## config.mk

```make
export PLATFORM = sky130hd
export DESIGN_NAME = averager_sequencer_flat
export DESIGN_NICKNAME = d
export VERILOG_FILES = /design/src/rtl/averager_sequencer_if.sv /design/src/rtl/averager_sequencer.sv /design/src/flat_wrapper.sv
export SDC_FILE = /design/constraint.sdc
export NUM_CORES = 1
export LEC_CHECK = 0
export CORE_ASPECT_RATIO = 1.1
export CORE_MARGIN = 2
export CORE_UTILIZATION = 46
export CTS_CLUSTER_DIAMETER = 50
export DETAILED_ROUTE_END_ITERATION = 7
export PLACE_DENSITY_LB_ADDON = 0.15
export SYNTH_ARGS = -nofsm -noshare
export SYNTH_HDL_FRONTEND = slang
export SYNTH_SLANG_ARGS = --single-unit
```

## constraint.sdc

```tcl
create_clock -name clk -period 2.9 [get_ports clk]
set_input_delay 0.29 -clock clk [delete_from_list [all_inputs] [get_ports clk]]
set_output_delay 0.29 -clock clk [all_outputs]
set_load 0.01 [all_outputs]
```

## src/rtl/averager_sequencer_if.sv

```systemverilog
// Control/status bundle between the sample-strobe source, averager sequencer and host.
// master drives strobes and configuration; slave (the sequencer) drives counters and status.
interface averager_sequencer_if #(
  parameter int unsigned FAST_COUNT_WIDTH = 13,
  parameter int unsigned SLOW_COUNT_WIDTH = 19
);
  logic                          clken;
  logic                          restart;
  logic                          stop;
  logic [FAST_COUNT_WIDTH-1:0]   count_max;
  logic [SLOW_COUNT_WIDTH-1:0]   n_avg_max;
  logic [FAST_COUNT_WIDTH-1:0]   fast_count;
  logic [SLOW_COUNT_WIDTH-1:0]   slow_count;
  logic                          init;
  logic                          wen;
  logic                          ready;
  logic [SLOW_COUNT_WIDTH-1:0]   n_avg;
  logic                          overflow;
  logic                          bank;
  logic [FAST_COUNT_WIDTH+1:0]   address;

  modport master (
    output clken, restart, stop, count_max, n_avg_max,
    input  fast_count, slow_count, init, wen, ready, n_avg, overflow, bank, address
  );

  modport slave (
    input  clken, restart, stop, count_max, n_avg_max,
    output fast_count, slow_count, init, wen, ready, n_avg, overflow, bank, address
  );
endinterface

```

## src/rtl/averager_sequencer.sv

```systemverilog
// Averager sequencer: fast (sample) / slow (cycle) counters driving accumulator wen/init/address.
// Define AVG_PING_PONG_EN to toggle the BRAM bank on every completed run.
module averager_sequencer #(
  parameter int unsigned FAST_COUNT_WIDTH = 13,
  parameter int unsigned SLOW_COUNT_WIDTH = 19
) (
  input logic           clk,
  input logic           resetn,
  averager_sequencer_if.slave bus
);
  localparam int unsigned Fcw = FAST_COUNT_WIDTH;
  localparam int unsigned Scw = SLOW_COUNT_WIDTH;

  typedef enum logic [1:0] {StIdle, StArmed, StRun} state_e;

  state_e         state_q;
  logic           clken_q;
  logic [Fcw-1:0] fast_q;
  logic [Fcw-1:0] count_max_q;
  logic [Scw-1:0] slow_q;
  logic [Scw-1:0] n_avg_q;
  logic           init_q;
  logic           wen_q;
  logic           ready_q;
  logic           overflow_q;
  logic           stop_pend_q;

  logic           boundary;
  logic           slow_full;
  logic [Scw-1:0] slow_sat;
  logic           hit_target;
  logic           done;
  logic           complete;

  always_comb begin
    boundary  = clken_q && (fast_q == count_max_q);
    slow_full = &slow_q;
    slow_sat  = slow_full ? slow_q : slow_q + Scw'(1);
    // Equality-only target: lowering n_avg_max below slow_count+1 leaves the run to stop.
    hit_target = (bus.n_avg_max != '0) && !slow_full && ((slow_q + Scw'(1)) == bus.n_avg_max);
    done       = hit_target || stop_pend_q;
    complete   = (state_q == StRun) && !bus.restart && boundary && done;
  end

  always_ff @(posedge clk or negedge resetn) begin
    if (!resetn) begin
      state_q     <= StIdle;
      clken_q     <= 1'b0;
      fast_q      <= '0;
      count_max_q <= '1;
      slow_q      <= '0;
      n_avg_q     <= '0;
      init_q      <= 1'b0;
      wen_q       <= 1'b0;
      ready_q     <= 1'b1;
      overflow_q  <= 1'b0;
      stop_pend_q <= 1'b0;
    end else begin
      clken_q <= bus.clken;
      if (clken_q) begin
        fast_q <= boundary ? '0 : fast_q + Fcw'(1);
      end
      // Cycle length is frozen for the duration of a run.
      if (boundary && (state_q != StRun)) begin
        count_max_q <= bus.count_max;
      end

      unique case (state_q)
        StIdle: begin
          if (bus.restart) begin
            state_q <= StArmed;
            ready_q <= 1'b0;
          end
        end
        StArmed: begin
          if (boundary) begin
            state_q    <= StRun;
            wen_q      <= 1'b1;
            init_q     <= 1'b1;
            slow_q     <= '0;
            overflow_q <= 1'b0;
          end
        end
        StRun: begin
          if (bus.restart) begin
            state_q     <= StArmed;
            wen_q       <= 1'b0;
            init_q      <= 1'b0;
            slow_q      <= '0;
            stop_pend_q <= 1'b0;
          end else if (boundary && done) begin
            state_q     <= StIdle;
            wen_q       <= 1'b0;
            init_q      <= 1'b0;
            ready_q     <= 1'b1;
            n_avg_q     <= slow_sat;
            slow_q      <= '0;
            stop_pend_q <= 1'b0;
          end else begin
            if (boundary) begin
              slow_q <= slow_sat;
              init_q <= 1'b0;
              if (slow_full) begin
                overflow_q <= 1'b1;
              end
            end
            if (bus.stop) begin
              stop_pend_q <= 1'b1;
            end
          end
        end
        default: state_q <= StIdle;
      endcase
    end
  end

`ifdef AVG_PING_PONG_EN
  logic bank_q;

  // Host reads the opposite bank while the next run writes this one.
  always_ff @(posedge clk or negedge resetn) begin
    if (!resetn) begin
      bank_q <= 1'b0;
    end else if (complete) begin
      bank_q <= ~bank_q;
    end
  end

  assign bus.bank = bank_q;
`else
  logic unused_complete;

  assign unused_complete = complete;
  assign bus.bank        = 1'b0;
`endif

  assign bus.fast_count = fast_q;
  assign bus.slow_count = slow_q;
  assign bus.init       = init_q;
  assign bus.wen        = wen_q;
  assign bus.ready      = ready_q;
  assign bus.n_avg      = n_avg_q;
  assign bus.overflow   = overflow_q;
  assign bus.address    = {fast_q, 2'b00};
endmodule

```

## src/flat_wrapper.sv

```systemverilog
// flat-port wrapper written by rule: the top's interface ports become plain ports
module averager_sequencer_flat 
#(
  parameter int unsigned FAST_COUNT_WIDTH = 13,
  parameter int unsigned SLOW_COUNT_WIDTH = 19
)
  (clk, resetn, bus_clken, bus_restart, bus_stop, bus_count_max, bus_n_avg_max, bus_fast_count, bus_slow_count, bus_init, bus_wen, bus_ready, bus_n_avg, bus_overflow, bus_bank, bus_address);
  averager_sequencer_if #(.FAST_COUNT_WIDTH(FAST_COUNT_WIDTH), .SLOW_COUNT_WIDTH(SLOW_COUNT_WIDTH)) bus_i ();
  input logic clk;
  input logic resetn;
  input wire logic [$bits(bus_i.clken)-1:0] bus_clken;
  input wire logic [$bits(bus_i.restart)-1:0] bus_restart;
  input wire logic [$bits(bus_i.stop)-1:0] bus_stop;
  input wire logic [$bits(bus_i.count_max)-1:0] bus_count_max;
  input wire logic [$bits(bus_i.n_avg_max)-1:0] bus_n_avg_max;
  output wire logic [$bits(bus_i.fast_count)-1:0] bus_fast_count;
  output wire logic [$bits(bus_i.slow_count)-1:0] bus_slow_count;
  output wire logic [$bits(bus_i.init)-1:0] bus_init;
  output wire logic [$bits(bus_i.wen)-1:0] bus_wen;
  output wire logic [$bits(bus_i.ready)-1:0] bus_ready;
  output wire logic [$bits(bus_i.n_avg)-1:0] bus_n_avg;
  output wire logic [$bits(bus_i.overflow)-1:0] bus_overflow;
  output wire logic [$bits(bus_i.bank)-1:0] bus_bank;
  output wire logic [$bits(bus_i.address)-1:0] bus_address;
  assign bus_i.clken = bus_clken;
  assign bus_i.restart = bus_restart;
  assign bus_i.stop = bus_stop;
  assign bus_i.count_max = bus_count_max;
  assign bus_i.n_avg_max = bus_n_avg_max;
  assign bus_fast_count = bus_i.fast_count;
  assign bus_slow_count = bus_i.slow_count;
  assign bus_init = bus_i.init;
  assign bus_wen = bus_i.wen;
  assign bus_ready = bus_i.ready;
  assign bus_n_avg = bus_i.n_avg;
  assign bus_overflow = bus_i.overflow;
  assign bus_bank = bus_i.bank;
  assign bus_address = bus_i.address;
  averager_sequencer #(.FAST_COUNT_WIDTH(FAST_COUNT_WIDTH), .SLOW_COUNT_WIDTH(SLOW_COUNT_WIDTH)) u_core (.clk(clk), .resetn(resetn), .bus(bus_i));
endmodule
```

After elaboration in Yosys (flattened, before gate mapping):

Index checks and enable logic that the tools add are counted.
Widths: inputs -> output; s select.

* bits in registers: 72
* latch bits: 0
* memory bits (writable): 0
* ROM bits: 0
* output and inout bits: 71
* memories: 0

* $add $sub $neg: 2
* multiply operators: 0
* divide/modulo/power cells: 0
* $lt $le $gt $ge: 0
* equal/unequal tests: 14
* shift operators: 0
* mux-type cells: 32
* bitwise gates (word level): 1
* reduce and logical (&&, ||, !) cells: 20

Operators by type and width (number)
* $mux 19: 5
* $pmux 19 s2: 1
* $add 19x1->19 const B: 1
* $eq 19x19->1: 1
* $reduce_and 19->1: 1
* $reduce_bool 19->1: 1
* $mux 1: 16
* $add 13x1->13 const B: 1
* $eq 13x13->1: 1
* $mux 13: 1
* $reduce_and 3->1: 4
* $ne 2x2->1 const B: 5
* $mux 2: 4
* $pmux 1 s2: 4
* $ne 2x1->1 const B: 3
* $pmux 2 s3: 1
* $reduce_and 6->1: 1
* $logic_and 1x1->1: 5
* $ne 4x3->1 const B: 1
* $reduce_and 4->1: 1
* $reduce_bool 2->1: 2
* $ne 3x3->1 const B: 1
* $reduce_bool 3->1: 1
* $eq 2x1->1 const B: 1
* other kinds (6): 6

Logic depth before layout (Yosys ltp):

Gate-level depths: netlist (run 1).

* depth after elaboration: 9
* mapped depth: 12

Worst setup path before layout (run 1):

OpenSTA, ideal clock, no wires.

* kind: flip-flop to flip-flop
* from: reg u_core.slow_q[1] (netlist: u_core.bus.slow_count[1])
* to: reg u_core.n_avg_q[10] (netlist: u_core.bus.n_avg[10])
* library setup time: 0.125 ns
* data arrival time: 3.082 ns
* required time: 2.775 ns
* slack: -0.307 ns
* stages on the path, launching flop included: 12
* buffers on the path: 2
* period minus slack after synthesis: 3.207 ns
* cell sequence: dfrtp_1 > ha_1 > nand3_2 > nor4_2 > xnor2_1 > o221ai_1 > a2111oi_2 > a41o_2 > and3_4 > buf_8 > buf_12 > mux2_4

* longest elaborated chain between the ends: 7

RTL lines
* from (decl): RTL line averager_sequencer.sv:20 `logic [Scw-1:0] slow_q;`
* from (signal assigned): RTL line averager_sequencer.sv:101 `slow_q <= slow_sat;`
* branches (longest 7 deep; another with $add 19x1->19)
* to (signal assigned): RTL line averager_sequencer.sv:96 `n_avg_q <= slow_sat;`
* to (decl): RTL line averager_sequencer.sv:21 `logic [Scw-1:0] n_avg_q;`

Several ways; the timed one is not identified.
A chain may end at the register's enable or synchronous reset.

Worst setup path after layout (run 1):

* from: reg u_core.slow_q[1] (netlist: u_core.bus.slow_count[1])
* to: reg u_core.n_avg_q[12] (netlist: u_core.bus.n_avg[12])

Same word-level chain as after synthesis.

==> results of run 1 <==
-- per-stage QoR --
step,util (%),cell area (sq um),instances
2_1_floorplan,-,4800,484
3_3_place_gp,63.0,6260,727
3_5_place_dp,63.0,6260,727
4_1_cts,65.2,6480,744
5_1_grt,67.0,6660,754
6_report,67.0,6660,754
-- cell type report --
class	instances	area share [%]
Inverter	10	0.564
Timing Repair Buffer	188	26.1
Tap cell	120	2.25
Multi-Input combinational cell	348	40.6
Clock inverter	7	1.20
Clock buffer	9	1.86
Sequential cell	72	27.4
-- synth_stat cells (11+ instances only) --
library cell / n / area share [%]
buf_2: 16 / 1.7
nand3_1: 11 / 1.2
nand4_1: 14 / 1.8
o21ai_0: 13 / 1.4
xnor2_1: 36 / 6.6
mux2_2: 24 / 5.7
nand2_1: 37 / 2.9
a21oi_1: 15 / 1.6
buf_4: 17 / 2.7
nor2_1: 33 / 2.6
dfstp_2: 14 / 7.8
xor2_1: 18 / 3.3
dfrtp_1: 58 / 31
clkbuf_1: 15 / 1.2
-- timing repair --
| action | in CTS | in global routing |
|---|---|---|
| gates resized for setup | 3 | 19 |
| hold buffers | 1 | 0 |
| endpoints found under the hold margin | 3 | 0 |
| pin swaps | 0 | 7 |
| setup buffers | 0 | 10 |
| endpoints found under the setup margin | 20 | 36 |
-- metal layers --
metal,vias to the layer above,track usage [%]
met5,-,0
met1,2114,33.7
met2,138,41.4
met3,19,5.25
met4,0,8.58
li1,2020,-
-- power by group through the flow --
| stage | registers [uW] | logic (uW) | clock network, uW |
|---|---|---|---|
| after floorplan | 1350 | 806 | 0 |
| after global placement | 1360 | 1310 | 0 |
| after detailed placement | 1370 | 1320 | 0 |
| after CTS | 1350 | 1340 | 869 |
| after global routing | 1380 | 1470 | 910 |
| final | 1360 | 1350 | 855 |
-- sequential cells by signal, indices dropped and copies added, names as in the netlist --
register	cells
u_core.bus.init	1
u_core.bus.slow_count	19
u_core.bus.ready	1
u_core.bus.fast_count	13
u_core.bus.wen	1
u_core.bus.overflow	1
u_core.state_q	2
u_core.bus.n_avg	19
u_core.stop_pend_q	1
u_core.count_max_q	13
u_core.clken_q	1
-- cell families after synthesis --
logic type	after synthesis	synth area share, %
XOR/XNOR	55	10.3
adder cells (fa/ha/maj)	8	2.06
AND/OR/NAND/NOR	161	19.2
AO/OA/AOI/OAI	86	13.6
buffers and inverters	64	7.41
flip-flops	72	38.4
other	1	0.0791
multiplexers	35	8.97
-- path summary, 6_finish.rpt --
path | from | endpoint | slack (ps) | cells past startpoint
max | u_core.bus.slow_count[1]$_DFFE_PN0P_ | u_core.bus.n_avg[12]$_DFFE_PN0P_ | 60 | 8
min | bus_clken | u_core.clken_q$_DFF_PN0_ | 360 | 1
max reg2reg | u_core.bus.slow_count[1]$_DFFE_PN0P_ | u_core.bus.n_avg[12]$_DFFE_PN0P_ | 60 | 8
min reg2reg | u_core.bus.wen$_DFFE_PN0P_ | u_core.bus.wen$_DFFE_PN0P_ | 500 | 1
max in group asynchronous | resetn | u_core.count_max_q[2]$_DFFE_PN1P_ | 1640 | 3
min in group asynchronous | resetn | u_core.bus.n_avg[4]$_DFFE_PN0P_ | 510 | 2
-- worst max-delay path: stages (launching register included) --
cell     delay, ps
dfrtp_2        430
nand4_4        190
or4_4          600
a32oi_1        300
and4_1         240
a41o_2         240
and3_4         230
buf_12         140
mux2_2         340
==> impl_metrics.ini, run 1 <==
[timing]
clock_skew_ps = 17.0
slew_viol_final = 0
worst_pin_slew_ps = 745
slew_headroom_pct = 50.3
fin_crit_sh_pct = 97.8
period_needed_ps = 2840
fin_ws_ps = 62.5
max_freq_ghz = 0.352
hold_slack_ps = 362
fin_tns_setup_ps = 0
finalHoldViolCount = 0
rsz0062_at_grt = yes
finalSetupViolCount = 0

[synthesis]
synth-edff-count = 0
synthCells = 482
ys_seq_area_share_pct = 38.4
async_reset_ff_share_pct = 100
avgSynthCellArea_sq_um = 9.84
yosys_register_bits = 72
synth_area_sq_mm = 0.00474
synth-warning-count = 0
synth_cell_types = 64
ys.flop_type = dfrtp_1

[clock_tree]
cts_buffers = 9
cts_max_path_buffers = 2
htree_num_levels = 3
clk_latency_ps = 370
clk_pin_slew_ps = 100
cts_tree = done
cts_root_buf = clkbuf_8
clock-sinks = 72

[worst_setup_path]
critPathKind = reg2reg
endpoint_kind = flop
required_ps = 3150
worstSetupStartpointType = flop
cp.arrival_ps = 3090
crit_fanout = 10

[placement]
portBuffers = 104
place_congestion = 0.903
place_hpwl_um = 10600
place_ws_ps = -86.4

[global_routing]
grt_max_degree = 43
antenna_found_initial = 0
grtUsageTotal_pct = 25.6
grt_pass1_vias = 4375
grt_pass1_wl_um = 22600
overflow = 0

[run]
cap_violations = 0

[pwr]
power.total_uw = 3560
leakagePower_uw = 0.00287
switching_share_pct = 36.9
power_frac_comb_pct = 37.8
seqPwrFrac_pct = 38.2
vdd_ir_drop_max_v = 0.000647
power_density_mw_per_mm2 = 535
intPower_uw = 2250
p_sw_uw = 1310
clock_power_share_pct = 24.0

[floorplanning]
die_height_um = 110
coreArea_sq_mm = 0.00994
initial_core_util_pct = 47.7
die_area_sq_mm = 0.0111
num_rows = 38
pin_count = 108
die_w_um = 101

[final_layout]
syn2layout_area_growth_pct = 40.4
multi_input_area_sq_mm = 0.00271
drive_above_1_share_pct = 27.8
num-nets-final = 673
layout_common_cells = clkdlybuf4s50_1, buf_4, dfrtp_1, xnor2_1, nand2_1
seq_area_sq_mm = 0.00182
num-fill-cells = 805
mostFrequentLayoutCell = clkdlybuf4s50_1
antenna_cells = 0

[drt]
drc = 0
drt_wl_total_um = 14000
wl_met1_um = 5980
drt_iter0_markers = 281
wl_met2_um = 6880
wire_per_inst_um = 18.6
topRoutingLayerUsed = met4
postRouteAntennaNets = 0
dr.pass1.iters = 4
route.vias.total = 4291
wl_met3_um = 869
via_per_inst = 5.69

[status]
status = finished clean

[worst_hold_path]
min_path_type = in2reg
Power figures use the tool's default switching activity.
==> run 2, diff against run 1 <==
--- a/config.mk
+++ b/config.mk
@@ -7,7 +7,7 @@
 export LEC_CHECK = 0
 export CORE_ASPECT_RATIO = 1.1
 export CORE_MARGIN = 2
-export CORE_UTILIZATION = 46
+export CORE_UTILIZATION = 38
 export CTS_CLUSTER_DIAMETER = 50
 export DETAILED_ROUTE_END_ITERATION = 7
 export PLACE_DENSITY_LB_ADDON = 0.15
==> run 2 against run 1 <==
The flow now finishes with violations (hold timing, setup timing). Critical path depth up 2. Worst setup slack worse by 77 ps. Flip-flop and latch count unchanged. Routed wire length up 6.1%. Die area up 20%. Combinational power about the same. Register-to-register slack worse by 80 ps. First-iteration DRC count down 7.1%. Via count up 1.8%.
==> impl_metrics.ini, run 2 (same netlist as run 1, synthesis figures left out) <==
[final_layout]
antenna_cells = 0
drive_above_1_share_pct = 27.9
num-nets-final = 674
syn2layout_area_growth_pct = 44.7
mostFrequentLayoutCell = clkdlybuf4s50_1
layout_common_cells = clkdlybuf4s50_1, buf_4, dfrtp_1, nand2_1, xnor2_1

[drt]
wire_per_inst_um = 18.8
drt_iter0_markers = 261
postRouteAntennaNets = 0
via_per_inst = 5.54
drc = 0
drt_wl_total_um = 14800
dr.pass1.iters = 5
route.vias.total = 4368

[global_routing]
grt_pass1_vias = 4459
antenna_found_initial = 0
grtUsageTotal_pct = 22.1
overflow = 0
grt_max_degree = 45
grt_pass1_wl_um = 23600

[worst_setup_path]
worstSetupStartpointType = flop
critPathKind = reg2reg
cp.arrival_ps = 3140
endpoint_kind = flop
crit_fanout = 5
crit_start = u_core.bus.slow_count[5]$_DFFE_PN0P_
rr_startpoint = u_core.bus.slow_count[5]$_DFFE_PN0P_
required_ps = 3130

[pwr]
vdd_ir_drop_max_v = 0.000627
clock_power_share_pct = 29.7
intPower_uw = 2530
switching_share_pct = 33.9
seqPwrFrac_pct = 35.4
power_density_mw_per_mm2 = 557
leakagePower_uw = 0.00294
p_sw_uw = 1300
power.total_uw = 3820
power_frac_comb_pct = 34.8

[placement]
portBuffers = 104
place_hpwl_um = 11000
place_congestion = 0.907

[worst_hold_path]
min_path_type = in2async

[timing]
slew_viol_final = 0
fin_crit_sh_pct = 100
fin_ws_ps = -14.1
worst_pin_slew_ps = 705
finalSetupViolCount = 10
period_needed_ps = 2910
finalHoldViolCount = 3
clock_skew_ps = 6.03
slew_headroom_pct = 53.0
max_freq_ghz = 0.343
hold_slack_ps = -11.4
rsz0062_at_grt = yes

[floorplanning]
num_rows = 42
initial_core_util_pct = 39.2
die_w_um = 111
die_height_um = 121
die_area_sq_mm = 0.0134
coreArea_sq_mm = 0.0121
pin_count = 108

[clock_tree]
holdBufCountCts = 0
cts_tree = done
cts_root_buf = clkbuf_16
clk_latency_ps = 340
cts_buffers = 9
cts_max_path_buffers = 2
clk_pin_slew_ps = 60
htree_num_levels = 3
clock-sinks = 72

[status]
violations = hold timing, setup timing
status = finished, violations left

[run]
cap_violations = 0
## run 2: cell types whose count changed in the layout (fill, tap and decap cells not counted), moves of 2 or more
cell	change
buf_12	+2
clkbuf_16	+11
nor3_1	-2
xnor2_2	+2
nor3_2	+2
clkbuf_8	-8
mux2_2	-3
buf_4	-2
xnor2_1	-2
clkinv_4	-2
mux2_4	+3
## run 2: per-stage QoR
step,worst slack (ps),util [%],std cells,cell area (sq um),setup TNS [ps]
after CTS,-22.4,55.5,785,6710,-153
after global routing,-117,56.8,789,6860,-1900
after floorplan,-64.8,-,484,4800,-583
after global placement,-94.7,52.8,767,6380,-1010
after detailed placement,-121,52.8,767,6380,-1920
final,-14.1,56.8,789,6860,-95.9
## run 2: worst paths after layout
kind	to	slack, ps	cells after the start
max	u_core.bus.n_avg[11]$_DFFE_PN0P_	-10	10
min reg2reg	u_core.bus.ready$_DFFE_PN1P_	500	2
max in group asynchronous	u_core.count_max_q[1]$_DFFE_PN1P_	2150	2
max reg2reg	u_core.bus.n_avg[11]$_DFFE_PN0P_	-10	10
min	u_core.bus.n_avg[5]$_DFFE_PN0P_	-10	1
min in group clk	u_core.clken_q$_DFF_PN0_	390	1
## run 2: area by class of cell
| class | count | area, sq um |
|---|---|---|
| flip-flops and latches | 72 | 1820 |
| multi-input cells | 348 | 2710 |
| clock inverters | 5 | 56.3 |
| fillers | 1084 | 5230 |
| well taps | 154 | 193 |
| clock buffers | 11 | 243 |
| inverters | 10 | 37.5 |
| repair buffers | 189 | 1800 |
## run 2: power by group through the flow
stage / Combinational (uW) / Sequential, uW / Clock (uW)
finish: 1330 / 1360 / 1140
CTS: 1350 / 1360 / 1160
floorplan: 806 / 1350 / 0
detailed placement: 1340 / 1370 / 0
global placement: 1330 / 1370 / 0
global route: 1470 / 1390 / 1200
## run 2: layer usage
metal  GRT usage [%]  vias up  share of wire (%)
met4            6.95        0                2.2
met3            4.80       26                5.3
met5               0        -                  0
li1                -     2022                  -
met1            28.7     2151                 44
met2            37.1      169                 48
## run 2: critical path, cell delays in order, from the launching register on
cell       delay (ps)
dfrtp_1           400
nand4_1           150
buf_6             170
or4_4             450
xnor2_2           160
o22ai_2           100
a2111oi_4         340
a41o_2            270
and3_4            290
clkbuf_16         180
mux2_4            290
## run 2: what timing repair did
action	in CTS	in global routing
endpoints found under the setup margin	21	31
setup buffers	2	3
pin swaps	4	5
gates resized for setup	5	18
cloned	0	2
